<file path="src/rtl/instr_sequencer_if.sv">
// Sequencer <-> core/imem signal bundle for the multi-cycle MIPS sequencer.
// Latency: n/a (wiring only).
// Backpressure: imem_req held until imem_ack; no other stalls.
// master modport: sequencer side (drives pc, imem_req, ir_load, wR_en, wMD_en, busy, illegal, state).
// slave modport : environment side (drives run, step, imem_ack, selAddrMI, wR_cu, wMD_cu, br_off, jmp_addr).
interface instr_sequencer_if #(
    parameter int PC_W  = 8,
    parameter int OFF_W = 4
);
    logic             run;
    logic             step;
    logic             imem_ack;
    logic [1:0]       selAddrMI;
    logic             wR_cu;
    logic             wMD_cu;
    logic [OFF_W-1:0] br_off;
    logic [PC_W-1:0]  jmp_addr;

    logic [PC_W-1:0]  pc;
    logic             imem_req;
    logic             ir_load;
    logic             wR_en;
    logic             wMD_en;
    logic             busy;
    logic             illegal;
    logic [2:0]       state;

    modport master (
        input  run, step, imem_ack, selAddrMI, wR_cu, wMD_cu, br_off, jmp_addr,
        output pc, imem_req, ir_load, wR_en, wMD_en, busy, illegal, state
    );

    modport slave (
        output run, step, imem_ack, selAddrMI, wR_cu, wMD_cu, br_off, jmp_addr,
        input  pc, imem_req, ir_load, wR_en, wMD_en, busy, illegal, state
    );
endinterface

</file>
<file path="src/rtl/instr_sequencer.sv">
// Multi-cycle instruction sequencer: owns PC, steps FETCH/DECODE/EXEC/WB, gates write strobes.
// Latency: 4 cycles per instruction when imem_ack returns in the first FETCH cycle.
// Backpressure: stalls in FETCH (imem_req held, pc stable) until imem_ack.
// Ports: clk, rst_n (async active-low), bus (instr_sequencer_if.master).
// Optional: define SEQ_RETIRE_CNT_EN to add a 16-bit 'retired' instruction counter output.
module instr_sequencer #(
    parameter int              PC_W   = 8,
    parameter int              OFF_W  = 4,
    parameter logic [PC_W-1:0] RST_PC = '0
) (
    input  logic                clk,
    input  logic                rst_n,
    instr_sequencer_if.master   bus
`ifdef SEQ_RETIRE_CNT_EN
    ,
    output logic [15:0]         retired
`endif
);

    typedef enum logic [2:0] {
        S_IDLE   = 3'd0,
        S_FETCH  = 3'd1,
        S_DECODE = 3'd2,
        S_EXEC   = 3'd3,
        S_WB     = 3'd4
    } state_t;

    state_t          state_q, state_d;
    logic [PC_W-1:0] pc_q, pc_d;
    logic            step_q, step_d;
    logic            illegal_q, illegal_d;
    logic            wr_en_q, wmd_en_q;

    logic [PC_W-1:0] pc_inc;
    logic [PC_W-1:0] off_sext;

    assign pc_inc   = pc_q + PC_W'(1);
    assign off_sext = {{(PC_W-OFF_W){bus.br_off[OFF_W-1]}}, bus.br_off};

    always_ff @(posedge clk or negedge rst_n) begin
        if (!rst_n) begin
            state_q   <= S_IDLE;
            pc_q      <= RST_PC;
            step_q    <= 1'b0;
            illegal_q <= 1'b0;
            wr_en_q   <= 1'b0;
            wmd_en_q  <= 1'b0;
        end else begin
            state_q   <= state_d;
            pc_q      <= pc_d;
            step_q    <= step_d;
            illegal_q <= illegal_d;
            // Captured on the EXEC->WB edge so the strobes are high for the WB cycle only.
            wr_en_q   <= (state_q == S_EXEC) && bus.wR_cu;
            wmd_en_q  <= (state_q == S_EXEC) && bus.wMD_cu;
        end
    end

    always_comb begin
        state_d   = state_q;
        pc_d      = pc_q;
        step_d    = step_q;
        illegal_d = illegal_q;
        case (state_q)
            S_IDLE: begin
                if (bus.run) begin
                    state_d = S_FETCH;
                    step_d  = 1'b0;
                end else if (bus.step) begin
                    state_d = S_FETCH;
                    step_d  = 1'b1;
                end
            end
            S_FETCH: begin
                if (bus.imem_ack) begin
                    state_d = S_DECODE;
                end
            end
            S_DECODE: state_d = S_EXEC;
            S_EXEC:   state_d = S_WB;
            S_WB: begin
                case (bus.selAddrMI)
                    2'b01: pc_d = pc_inc;
                    2'b10: pc_d = pc_inc + off_sext;
                    2'b11: pc_d = bus.jmp_addr;
                    default: begin
                        // Illegal select still advances sequentially so execution continues.
                        pc_d      = pc_inc;
                        illegal_d = 1'b1;
                    end
                endcase
                state_d = (step_q || !bus.run) ? S_IDLE : S_FETCH;
                step_d  = 1'b0;
            end
            default: state_d = S_IDLE;
        endcase
    end

    assign bus.pc       = pc_q;
    assign bus.imem_req = (state_q == S_FETCH);
    assign bus.ir_load  = (state_q == S_FETCH) && bus.imem_ack;
    assign bus.wR_en    = wr_en_q;
    assign bus.wMD_en   = wmd_en_q;
    assign bus.busy     = (state_q != S_IDLE);
    assign bus.illegal  = illegal_q;
    assign bus.state    = state_q;

`ifdef SEQ_RETIRE_CNT_EN
    logic [15:0] retired_q;

    // One count per WB cycle; a reset before WB discards the instruction uncounted.
    always_ff @(posedge clk or negedge rst_n) begin
        if (!rst_n) begin
            retired_q <= 16'h0000;
        end else if (state_q == S_WB) begin
            retired_q <= retired_q + 16'h0001;
        end
    end

    assign retired = retired_q;
`endif

endmodule
</file>
<file path="src/flat_wrapper.sv">
// flat-port wrapper written by rule: the top's interface ports become plain ports
module instr_sequencer_flat 
#(
    parameter int              PC_W   = 8,
    parameter int              OFF_W  = 4,
    parameter logic [PC_W-1:0] RST_PC = '0
)
  (clk, rst_n, bus_run, bus_step, bus_imem_ack, bus_selAddrMI, bus_wR_cu, bus_wMD_cu, bus_br_off, bus_jmp_addr, bus_pc, bus_imem_req, bus_ir_load, bus_wR_en, bus_wMD_en, bus_busy, bus_illegal, bus_state);
  instr_sequencer_if #(.PC_W(PC_W), .OFF_W(OFF_W)) bus_i ();
  input  logic clk;
  input  logic rst_n;
  input wire logic [$bits(bus_i.run)-1:0] bus_run;
  input wire logic [$bits(bus_i.step)-1:0] bus_step;
  input wire logic [$bits(bus_i.imem_ack)-1:0] bus_imem_ack;
  input wire logic [$bits(bus_i.selAddrMI)-1:0] bus_selAddrMI;
  input wire logic [$bits(bus_i.wR_cu)-1:0] bus_wR_cu;
  input wire logic [$bits(bus_i.wMD_cu)-1:0] bus_wMD_cu;
  input wire logic [$bits(bus_i.br_off)-1:0] bus_br_off;
  input wire logic [$bits(bus_i.jmp_addr)-1:0] bus_jmp_addr;
  output wire logic [$bits(bus_i.pc)-1:0] bus_pc;
  output wire logic [$bits(bus_i.imem_req)-1:0] bus_imem_req;
  output wire logic [$bits(bus_i.ir_load)-1:0] bus_ir_load;
  output wire logic [$bits(bus_i.wR_en)-1:0] bus_wR_en;
  output wire logic [$bits(bus_i.wMD_en)-1:0] bus_wMD_en;
  output wire logic [$bits(bus_i.busy)-1:0] bus_busy;
  output wire logic [$bits(bus_i.illegal)-1:0] bus_illegal;
  output wire logic [$bits(bus_i.state)-1:0] bus_state;
  assign bus_i.run = bus_run;
  assign bus_i.step = bus_step;
  assign bus_i.imem_ack = bus_imem_ack;
  assign bus_i.selAddrMI = bus_selAddrMI;
  assign bus_i.wR_cu = bus_wR_cu;
  assign bus_i.wMD_cu = bus_wMD_cu;
  assign bus_i.br_off = bus_br_off;
  assign bus_i.jmp_addr = bus_jmp_addr;
  assign bus_pc = bus_i.pc;
  assign bus_imem_req = bus_i.imem_req;
  assign bus_ir_load = bus_i.ir_load;
  assign bus_wR_en = bus_i.wR_en;
  assign bus_wMD_en = bus_i.wMD_en;
  assign bus_busy = bus_i.busy;
  assign bus_illegal = bus_i.illegal;
  assign bus_state = bus_i.state;
  instr_sequencer #(.PC_W(PC_W), .OFF_W(OFF_W), .RST_PC(RST_PC)) u_core (.clk(clk), .rst_n(rst_n), .bus(bus_i));
endmodule
</file>
<file path="config.mk">
export PLATFORM = sky130hd
export DESIGN_NAME = instr_sequencer_flat
export DESIGN_NICKNAME = d
export VERILOG_FILES = /design/src/rtl/instr_sequencer_if.sv /design/src/rtl/instr_sequencer.sv /design/src/flat_wrapper.sv
export SDC_FILE = /design/constraint.sdc
export NUM_CORES = 1
export LEC_CHECK = 0
export ABC_AREA = 1
export BUFFER_PORTS_ARGS = -buffer_cell sky130_fd_sc_hd__clkbuf_2
export CAP_MARGIN = 20
export CORE_MARGIN = 2
export CORE_UTILIZATION = 40
export CTS_CLUSTER_SIZE = 16
export DETAILED_ROUTE_END_ITERATION = 8
export PLACE_DENSITY = 0.63
export SLEW_MARGIN = 20
export SYNTH_ARGS = -nofsm -noshare
export SYNTH_HDL_FRONTEND = slang
export SYNTH_SLANG_ARGS = --single-unit
</file>
<file path="constraint.sdc">
create_clock -name clk -period 2.7 [get_ports clk]
set_clock_uncertainty 0.05 [all_clocks]
set_input_delay 0.54 -clock clk [delete_from_list [all_inputs] [get_ports clk]]
set_output_delay 0.54 -clock clk [all_outputs]
set_load 0.02 [all_outputs]
</file>
Word level (Yosys, flattened, before mapping)
Index checks and enable logic that the tools add are counted.

$add $sub $neg: 2. Multiply operators: 0. Div/mod/pow operators: 0. Order comparisons: 0. Eq/ne operators: 9. Shift operators: 0. Multiplexer cells: 9. Bitwise operators: 1. Reductions and logical operators: 12.

Operators with widths (number): one-hot mux 8 bit (2 select lines) (1); one-hot mux 3 bit (5 select lines) (1); two-way mux 3 bit (3); adder 8 x 1 -> 8 bit, second input constant (1); adder 8 bit (1); == test 3 x 2 -> 1 bit, second input constant (2); AND reduction 2 bit (3); == test 2 bit, second input constant (2); == test 3 x 1 -> 1 bit, second input constant (1); == test 3 bit, second input constant (1); logical AND 1 bit (3); zero test 3 bit (1); two-way mux 1 bit (3); != test 3 bit, second input constant (1); nonzero test 3 bit (1); OR reduction 3 bit (1); == test 2 x 1 -> 1 bit, second input constant (1); != test 2 bit, second input constant (1); one-hot mux 1 bit (2 select lines) (1); nonzero test 2 bit (1); zero test 1 bit (1); logical OR 1 bit (1); inverter 1 bit (1).

Flip-flop bits (word level): 15. Latch bits: 0. Memory bits (writable): 0. Bits in read-only memories: 0. Input bits: 21. Output and inout port bits: 17. Logic and storage cells: 39. Memories: 0.

Logic depth before layout (Yosys ltp)
Gate-level depths: netlist (run 1).

Word-level depth: 4. Mapped depth: 17. Gate-level depth less buffers: 17.

Worst setup path before layout (run 1)
OpenSTA, ideal clock, no wires.

Path kind: register -> output. From: register u_core.state_q[2] (netlist: u_core.bus.state[2]). To: output bus_ir_load. Arrival time: 1531 ps. Required time: 2110 ps. Path slack: 579 ps. Stages on the path, launching flop included: 4. Path buffers: 0. Cells stage by stage: dfrtp_1 > nor3_1 > inv_1 > nor2_1.

Cells in the longest elaborated chain, start to end: 2.

RTL lines: start: declaration (line instr_sequencer.sv:28) `state_t state_q, state_d;`; start signal: assignment (line instr_sequencer.sv:49) `state_q <= state_d;`; == test 3 x 1 -> 1 bit; via bus_imem_req (line flat_wrapper.sv:21) `output wire logic [$bits(bus_i.imem_req)-1:0] bus_imem_req;`; logical AND 1 bit (line instr_sequencer.sv:101) `assign bus.ir_load = (state_q == S_FETCH) && bus.imem_ack;`; end: declaration (line flat_wrapper.sv:22) `output wire logic [$bits(bus_i.ir_load)-1:0] bus_ir_load;`.

The timed path passes the listed nets, and every way through them passes these cells.

Worst setup path after layout (run 1)
From: register u_core.pc_q[1] (netlist: u_core.bus.pc[1]). To: register u_core.pc_q[7] (netlist: u_core.bus.pc[7]).

Cells in the longest elaborated chain, start to end: 3.

RTL lines: start: declaration (line instr_sequencer.sv:29) `logic [PC_W-1:0] pc_q, pc_d;`; start signal: assignment (line instr_sequencer.sv:50) `pc_q <= pc_d;`; adder 8 x 1 -> 8 bit (*) (line instr_sequencer.sv:37) `assign pc_inc = pc_q + PC_W'(1);`; adder 8 bit (line instr_sequencer.sv:84) `2'b10: pc_d = pc_inc + off_sext;`; one-hot mux 8 bit (2 select lines) (*) (line instr_sequencer.sv:82) `case (bus.selAddrMI)`.

Mark *: on every way between the ends. The rest lies on a longest branch, timed or not. A chain may end at the register's enable or synchronous reset.

==> results.json, run 1 <==
{
  "status": "finished, final reports clean",
  "netlist_instances": 179,
  "root_buffer": "clkbuf_4",
  "clkSlewWorstSetupHoldPaths_ns": 0.09,
  "busiest_layer": "met2",
  "fin_setup_tns_ns": 0,
  "synthXorXnorAreaFrac_pct": 1.43,
  "cp.required_ns": 2.87,
  "cts_buffers": 3,
  "synthFlopType": "dfrtp_1",
  "fin_util_pct": 49.4,
  "irDropWorstVdd_mv": 0.556,
  "cts_tree": "yes",
  "synth_top_family_by_area": "simple AND/OR/NAND/NOR gates",
  "report.final.slew_viol_count": 0,
  "synthAdderAreaFrac_pct": 9.83,
  "ys_ff_latch": 15,
  "synth-edff-count": 0,
  "synthSimpleGateAreaFrac_pct": 30.7,
  "drive_above_1_share_pct": 23.3,
  "overflow": 0,
  "ioPinCount": 38,
  "p_per_area_mw_per_mm2": 1190,
  "yosys-mux-area-fraction_pct": 0,
  "syn_area_per_cell_um2": 6.83,
  "dp_hpwl_um": 2360,
  "synth_compound_area_share_pct": 16.5,
  "critPathMaxFanout": 4,
  "timing.max_cap.violations": 0,
  "place.gp.congestion": 0.788,
  "rsz0062_at_grt": "no",
  "critPathKind": "flip-flop to flip-flop",
  "diodes": 0,
  "final_hold_viol_count": 0,
  "dp_cells": 248,
  "finalNonFillerCells": 252,
  "cts-resized-gates": 0,
  "yosys.area.top_type_share_pct": 30.7,
  "start_kind": "flip-flop",
  "postRouteWirelength_um": 2920,
  "synthTopCellsByCount": "41 x nand2_1, 32 x inv_1, 15 x a21oi_1, 15 x dfrtp_1",
  "port_buffers": 37,
  "first_global_vias": 1124,
  "cp.arrival_ns": 2.39,
  "timing.slew.headroom_pct": 68.4,
  "synth.most_common_cell": "nand2_1",
  "cts_max_path_buffers": 2,
  "rrSetupSlack_ns": 0.48,
  "period_share_pct": 82.3,
  "grt_pass1_wl_um": 4840,
  "track_usage_pct": 18.2,
  "finalNetCount": 250,
  "fmax_mhz": 450,
  "die_y_um": 59.3,
  "rr_worst_depth": 17,
  "via_per_inst": 4.96,
  "max_slew.worst_pin.slew_ns": 0.472,
  "r2r_start": "u_core.bus.pc[1]",
  "hold_buffers": 0,
  "firstDrtPassIters": 4,
  "drc": 0,
  "met1_usage_pct": 24.4,
  "area_delta_synth_final_pct": 20.3,
  "r2r-end": "u_core.bus.pc[7]",
  "fp-row-count": 20,
  "ys_warn_count": 0,
  "htree_levels": 1,
  "clock_latency_ns": 0.29,
  "p_leak_nw": 0.846,
  "hp-class": "input pin to asynchronous set/reset pin",
  "setup_viol": 0,
  "wire_per_inst_um": 11.6,
  "ys_async_sr_fraction_pct": 100,
  "synth_fp_nets": 209,
  "dr_total_vias": 1249,
  "die_w_um": 59.3,
  "min_period_ns": 2.22,
  "start_util_pct": 41.1,
  "clock_sinks": 15,
  "die_area_mm2": 0.00351,
  "synth_area_mm2": 0.00122,
  "met2_usage_pct": 30.0,
  "synth_seq_area_share_pct": 30.7,
  "ys_types": 29,
  "synth_area_leader_cell": "dfrtp_1",
  "end_kind": "flip-flop",
  "antenna_found_initial": 0,
  "ant_nets": 0,
  "synthTopCellsByArea": "dfrtp_1 31%, nand2_1 13%, inv_1 9.8%",
  "met3_usage_pct": 3.93,
  "coreArea_mm2": 0.00298,
  "drt_iter0_drc": 39,
  "postCtsSetupBuffers": 0,
  "grt_max_degree": 16
}
registers in the layout (all words and copies together) (netlist names):
| register | count |
|---|---|
| u_core.bus.wR_en | 1 |
| u_core.bus.pc | 8 |
| u_core.bus.wMD_en | 1 |
| u_core.bus.illegal | 1 |
| u_core.bus.state | 3 |
| u_core.step_q | 1 |
report_power, final:
part	switching, mW	internal (mW)
logic	0.754	0.433
clock network	0.0749	0.0574
registers	0.113	0.319
layer usage:
layer,vias up,part of all wire [%]
li1,658,-
met1,558,47
met2,31,47
met3,2,5.0
met4,0,0.55
met5,-,0
how the worst max path moves through the flow:
stage	from	to	slack, ns
6_report	u_core.bus.pc[1]	u_core.bus.pc[7]	0.48
5_1_grt	u_core.bus.pc[1]	u_core.bus.pc[6]	0.22
4_1_cts	u_core.bus.pc[1]	u_core.bus.pc[7]	0.48
3_5_place_dp	u_core.bus.pc[1]	u_core.bus.pc[7]	0.51
3_3_place_gp	u_core.bus.pc[1]	u_core.bus.pc[7]	0.51
2_1_floorplan	u_core.bus.state[2]	bus_ir_load	0.58
critical path, cell delays in order (launching register included):
cell and delay, ns:
dfrtp_1 0.42, ha_1 0.21, nand2_1 0.10, nor2_1 0.19
nand3_1 0.09, nand2_1 0.09, inv_1 0.05, ha_1 0.32
nand2_1 0.09, inv_1 0.06, nand2_1 0.04, nand2_1 0.05
inv_1 0.03, nand2_1 0.07, inv_1 0.04, nand2_1 0.05
nand3_1 0.08, a21oi_2 0.12
layout by cell type, fill, tap and decap left out, drive strengths merged:
cell     n
a21o     1
a21oi   16
a22oi    1
a31oi    5
a32oi    1
clkbuf  41
dfrtp   15
fa       1
ha       8
inv     34
nand2   43
nand3   15
nand3b   2
nand4    1
nor2    17
nor3     4
o21ai    8
o21bai   2
o31ai    1
or2      1
xor2     2
logic make-up after synthesis:
| logic type | count (synthesis) |
|---|---|
| AO/OA/AOI/OAI | 35 |
| buffers and inverters | 35 |
| XOR/XNOR | 2 |
| adder cells (fa/ha/maj) | 9 |
| flip-flops | 15 |
| AND/OR/NAND/NOR | 83 |
area by class of cell:
cell class | count | area, µm²
well taps | 33 | 41.3
repair buffers | 37 | 185
multi-input cells | 129 | 714
fillers | 331 | 1510
inverters | 34 | 128
clock buffers | 4 | 26.3
flip-flops and latches | 15 | 375
through the flow:
step	setup slack (ns)	total power, mW	cell area (µm²)	hold slack, ns
floorplan	0.579	1.32	1220	0.194
global placement	0.513	1.62	1440	0.399
detailed placement	0.509	1.62	1440	0.404
CTS	0.482	1.75	1470	0.117
global route	0.221	1.95	1470	0.122
finish	0.478	1.75	1470	0.0971
No activity file was read; power rests on OpenSTA's default activity.
==> inputs of run 2 (changes only) <==
Clock period 2.7 ns to 2.3 ns, I/O delays scaled along.
==> results.json, run 2 (synthesized netlist as in run 1, its figures left out) <==
{
  "status": "finished, final reports clean",
  "wire_per_inst_um": 11.5,
  "final_hold_viol_count": 0,
  "dr_total_vias": 1302,
  "p_per_area_mw_per_mm2": 1410,
  "firstDrtPassIters": 4,
  "setup_viol": 0,
  "place.gp.congestion": 0.763,
  "fmax_mhz": 477,
  "largest_reg_flops": 8,
  "antenna_found_initial": 0,
  "die_area_mm2": 0.00351,
  "track_usage_pct": 18.4,
  "die_w_um": 59.3,
  "grt_max_degree": 16,
  "layout_common_cells": "41 x nand2_1, 37 x clkbuf_2, 32 x inv_1",
  "worst_slack_ns": 0.203,
  "die_y_um": 59.3,
  "drt_iter0_drc": 54,
  "timing.max_cap.violations": 0,
  "dp_hpwl_um": 2380,
  "finalNetCount": 253,
  "min_period_ns": 2.10,
  "coreArea_mm2": 0.00298,
  "area_delta_synth_final_pct": 24.6,
  "finalNonFillerCells": 255,
  "diodes": 0,
  "end_kind": "flip-flop",
  "cts_max_path_buffers": 2,
  "max_slew.worst_pin.slew_ns": 0.445,
  "ant_nets": 0,
  "via_per_inst": 5.11,
  "period_share_pct": 91.2,
  "start_kind": "flip-flop",
  "report.final.slew_viol_count": 0,
  "cts_buffers": 3,
  "layout_commonest_cell": "nand2_1",
  "fp-row-count": 20,
  "critPathKind": "flip-flop to flip-flop",
  "pre_cts_slack_ns": 0.153,
  "drc": 0,
  "timing.slew.headroom_pct": 70.3,
  "placedInstanceArea_mm2": 0.00146,
  "root_buffer": "clkbuf_4",
  "drive_above_1_share_pct": 26.1,
  "start_util_pct": 41.1,
  "fin_util_pct": 51.1,
  "irDropWorstVdd_mv": 0.637,
  "hold_buffers": 0,
  "clkSlewWorstSetupHoldPaths_ns": 0.09,
  "clock_latency_ns": 0.29,
  "critPathMaxFanout": 4,
  "htree_levels": 1,
  "clock_sinks": 15,
  "cts_tree": "yes",
  "p_leak_nw": 0.860,
  "hp-class": "input pin to asynchronous set/reset pin",
  "overflow": 0,
  "port_buffers": 37,
  "final_area_mm2": 0.00152,
  "first_global_vias": 1135,
  "ioPinCount": 38,
  "grt_pass1_wl_um": 4970,
  "cp.required_ns": 2.47,
  "cp.arrival_ns": 2.26,
  "dp_cells": 250,
  "rsz0062_at_grt": "yes",
  "postRouteWirelength_um": 2930
}
## run 2: cell types whose count changed in the layout (fill, tap and decap cells not counted), sizes merged
cell	before	now
buf	0	3
## run 2: area by class of cell
class	instances	area, µm²
Fill cell	319	1460
Inverter	34	128
Tap cell	33	41.3
Clock buffer	4	26.3
Timing Repair Buffer	40	208
Multi-Input combinational cell	129	744
Sequential cell	15	375
## run 2: where the power goes
part           switching [mW]  total [mW]  leakage [nW]  internal (mW)
Sequential              0.122       0.497         0.177          0.375
Clock                  0.0857       0.153        0.0150         0.0674
Combinational           0.925        1.50         0.668          0.573
Total                    1.13        2.15         0.860           1.02
## run 2: routing by layer
metal / share of wire, % / routed length (µm) / track usage [%]
met1: 48 / 1400 / 26.4
met4: 0.58 / 17 / 2.92
met3: 6.0 / 177 / 4.37
met5: 0 / 0 / 0
met2: 46 / 1340 / 28.7
## run 2: worst paths after layout
check	start	to	slack, ns	cells after the start
setup reg to reg	u_core.bus.pc[1]	u_core.bus.pc[7]	0.20	15
hold reg to reg	u_core.bus.illegal	u_core.bus.illegal	0.43	2
min in group clk	bus_wMD_cu	u_core.bus.wMD_en	0.31	3
hold / removal	rst_n	u_core.step_q	0.02	1
setup / recovery	u_core.bus.pc[1]	u_core.bus.pc[7]	0.20	15
max in group asynchronous	rst_n	u_core.bus.pc[7]	1.89	1
## run 2: per-stage QoR
step	total power [mW]	hold slack (ns)	TNS, ns
2_1_floorplan	1.54	0.114	0
3_3_place_gp	1.93	0.349	0
3_5_place_dp	1.93	0.351	0
4_1_cts	2.09	0.0379	0
5_1_grt	2.40	0.0519	-0.0326
6_report	2.15	0.0235	0
## run 2: critical path, stage by stage (launching register included)
cell and delay, ns:
dfrtp_1 0.41, ha_2 0.21, nand2_1 0.10, nor2_2 0.13, nand3_1 0.08, nand2_1 0.10, inv_1 0.08, ha_4 0.28
nand2_1 0.07, nor2_1 0.10, nand2_1 0.06, nand2_1 0.08, inv_1 0.04, nand2_1 0.05, nand3_1 0.08, a21oi_2 0.12
## run 2: repair_timing
item / in CTS / in global routing
buffers inserted: 0 / 1
gates resized for setup: 0 / 5
endpoints found under the setup margin: 0 / 2
==> inputs of run 3 (changes only) <==
Settings changed: ABC_CLOCK_PERIOD_IN_PS set to 2500, CAP_MARGIN 20 to not set.
Clock period 2.3 ns to 2.5 ns, I/O delays scaled along.
==> results.json, run 3 (synthesized netlist as in run 1, its figures left out) <==
{
  "grt_max_degree": 16,
  "area_delta_synth_final_pct": 20.3,
  "placedInstanceArea_mm2": 0.00144,
  "cp.arrival_ns": 2.32,
  "diodes": 0,
  "drt_iter0_drc": 38,
  "timing.max_cap.violations": 0,
  "irDropWorstVdd_mv": 0.587,
  "drive_above_1_share_pct": 23.3,
  "critPathKind": "flip-flop to flip-flop",
  "antenna_found_initial": 0,
  "rsz0062_at_grt": "no",
  "overflow": 0,
  "cp_cell_sequence": "ha_1 > nand2_1 > o21ai_0 > inv_1 > ha_1 > nand2_1 > inv_1 > nand4_1 > nand3_1 > or2_2 > nand3_1 > a21oi_1",
  "cp.required_ns": 2.63,
  "status": "finished, final reports clean",
  "root_buffer": "clkbuf_4",
  "ant_nets": 0,
  "max_slew.worst_pin.slew_ns": 0.431,
  "crit_family": "simple AND/OR/NAND/NOR gates",
  "port_buffers": 37,
  "clock_sinks": 15,
  "cp_num_buf_inv": 2,
  "htree_levels": 1,
  "coreArea_mm2": 0.00298,
  "grt_pass1_wl_um": 4890,
  "period_share_pct": 87.8,
  "report.final.slew_viol_count": 0,
  "die_w_um": 59.3,
  "layout_commonest_cell": "nand2_1",
  "postRouteWirelength_um": 2880,
  "dr_total_vias": 1267,
  "clkSlewWorstSetupHoldPaths_ns": 0.09,
  "pre_cts_slack_ns": 0.319,
  "end_kind": "flip-flop",
  "setup_viol": 0,
  "fillers": 320,
  "p_leak_nw": 0.846,
  "timing.slew.headroom_pct": 71.2,
  "start_util_pct": 41.1,
  "rr_worst_depth": 12,
  "postCtsSetupBuffers": 0,
  "via_per_inst": 5.03,
  "hold_buffers": 0,
  "path_depth": 12,
  "cts_tree": "yes",
  "ioPinCount": 38,
  "fmax_mhz": 455,
  "largest_reg_flops": 8,
  "cpPeakStageDelay_ns": 0.42,
  "finalNetCount": 250,
  "place.gp.congestion": 0.788,
  "hp-class": "input pin to asynchronous set/reset pin",
  "r2r-end": "u_core.bus.pc[6]",
  "clock_latency_ns": 0.28,
  "worst_slack_ns": 0.304,
  "cts_max_path_buffers": 2,
  "critPathMaxFanout": 5,
  "track_usage_pct": 18.1,
  "final_hold_viol_count": 0,
  "fp-row-count": 20,
  "rrSetupSlack_ns": 0.30,
  "dp_hpwl_um": 2380,
  "start_kind": "flip-flop",
  "first_global_vias": 1161,
  "drc": 0,
  "r2r_start": "u_core.bus.pc[1]",
  "p_per_area_mw_per_mm2": 1280,
  "firstDrtPassIters": 4,
  "fin_setup_tns_ns": 0,
  "min_period_ns": 2.20,
  "crit_slowest_cell": "dfrtp_1",
  "fin_util_pct": 49.4,
  "wire_per_inst_um": 11.4,
  "final_area_mm2": 0.00147,
  "die_y_um": 59.3,
  "cts_buffers": 3,
  "die_area_mm2": 0.00351,
  "cts-resized-gates": 0,
  "layout_common_cells": "41 x nand2_1, 37 x clkbuf_2, 32 x inv_1"
}
-- run 3: final cells by class --
type / instances / area, µm² / share of cell area [%]
Inverter: 34 / 128 / 8.68
Multi-Input combinational cell: 129 / 714 / 48.6
Sequential cell: 15 / 375 / 25.5
Timing Repair Buffer: 37 / 185 / 12.6
Tap cell: 33 / 41.3 / 2.81
Clock buffer: 4 / 26.3 / 1.79
-- run 3: where the power goes --
| group | leakage [nW] | switching [mW] | internal, mW |
|---|---|---|---|
| registers | 0.177 | 0.121 | 0.345 |
| logic | 0.654 | 0.814 | 0.468 |
| clock network | 0.0150 | 0.0780 | 0.0620 |
-- run 3: worst max-delay path by stage --
stage,from,end,slack (ns)
final,u_core.bus.pc[1],u_core.bus.pc[6],0.30
after CTS,u_core.bus.pc[1],u_core.bus.pc[7],0.29
after detailed placement,u_core.bus.pc[1],u_core.bus.pc[7],0.32
after global routing,u_core.bus.pc[1],u_core.bus.pc[7],0.1
after floorplan,u_core.bus.pc[1],u_core.bus.pc[6],0.38
after global placement,u_core.bus.pc[1],u_core.bus.pc[7],0.31
-- run 3: worst register-to-register path, delay by kind of cell, from the launching register on --
| kind | cells | cell delay, ns |
|---|---|---|
| simple gates | 6 | 0.71 |
| buf+inv | 2 | 0.14 |
| compound gates | 2 | 0.25 |
| flops | 1 | 0.42 |
| fa+ha+maj | 2 | 0.54 |
-- run 3: routing by layer --
metal | global-route usage, % | share of wire [%] | wire length, µm | vias to the layer above
met5 | 0 | 0 | 0 | -
met4 | 2.92 | 0.31 | 9 | 0
met3 | 3.93 | 4.4 | 126 | 2
met2 | 30.1 | 47 | 1360 | 27
met1 | 24.4 | 48 | 1390 | 573
li1 | - | - | - | 665
-- run 3: metrics by stage --
stage,power [mW],std cells,hold slack (ns)
2_1_floorplan,1.42,179,0.154
3_3_place_gp,1.75,248,0.391
3_5_place_dp,1.75,248,0.387
4_1_cts,1.90,252,0.0744
5_1_grt,2.09,252,0.0882
6_report,1.89,252,0.0669
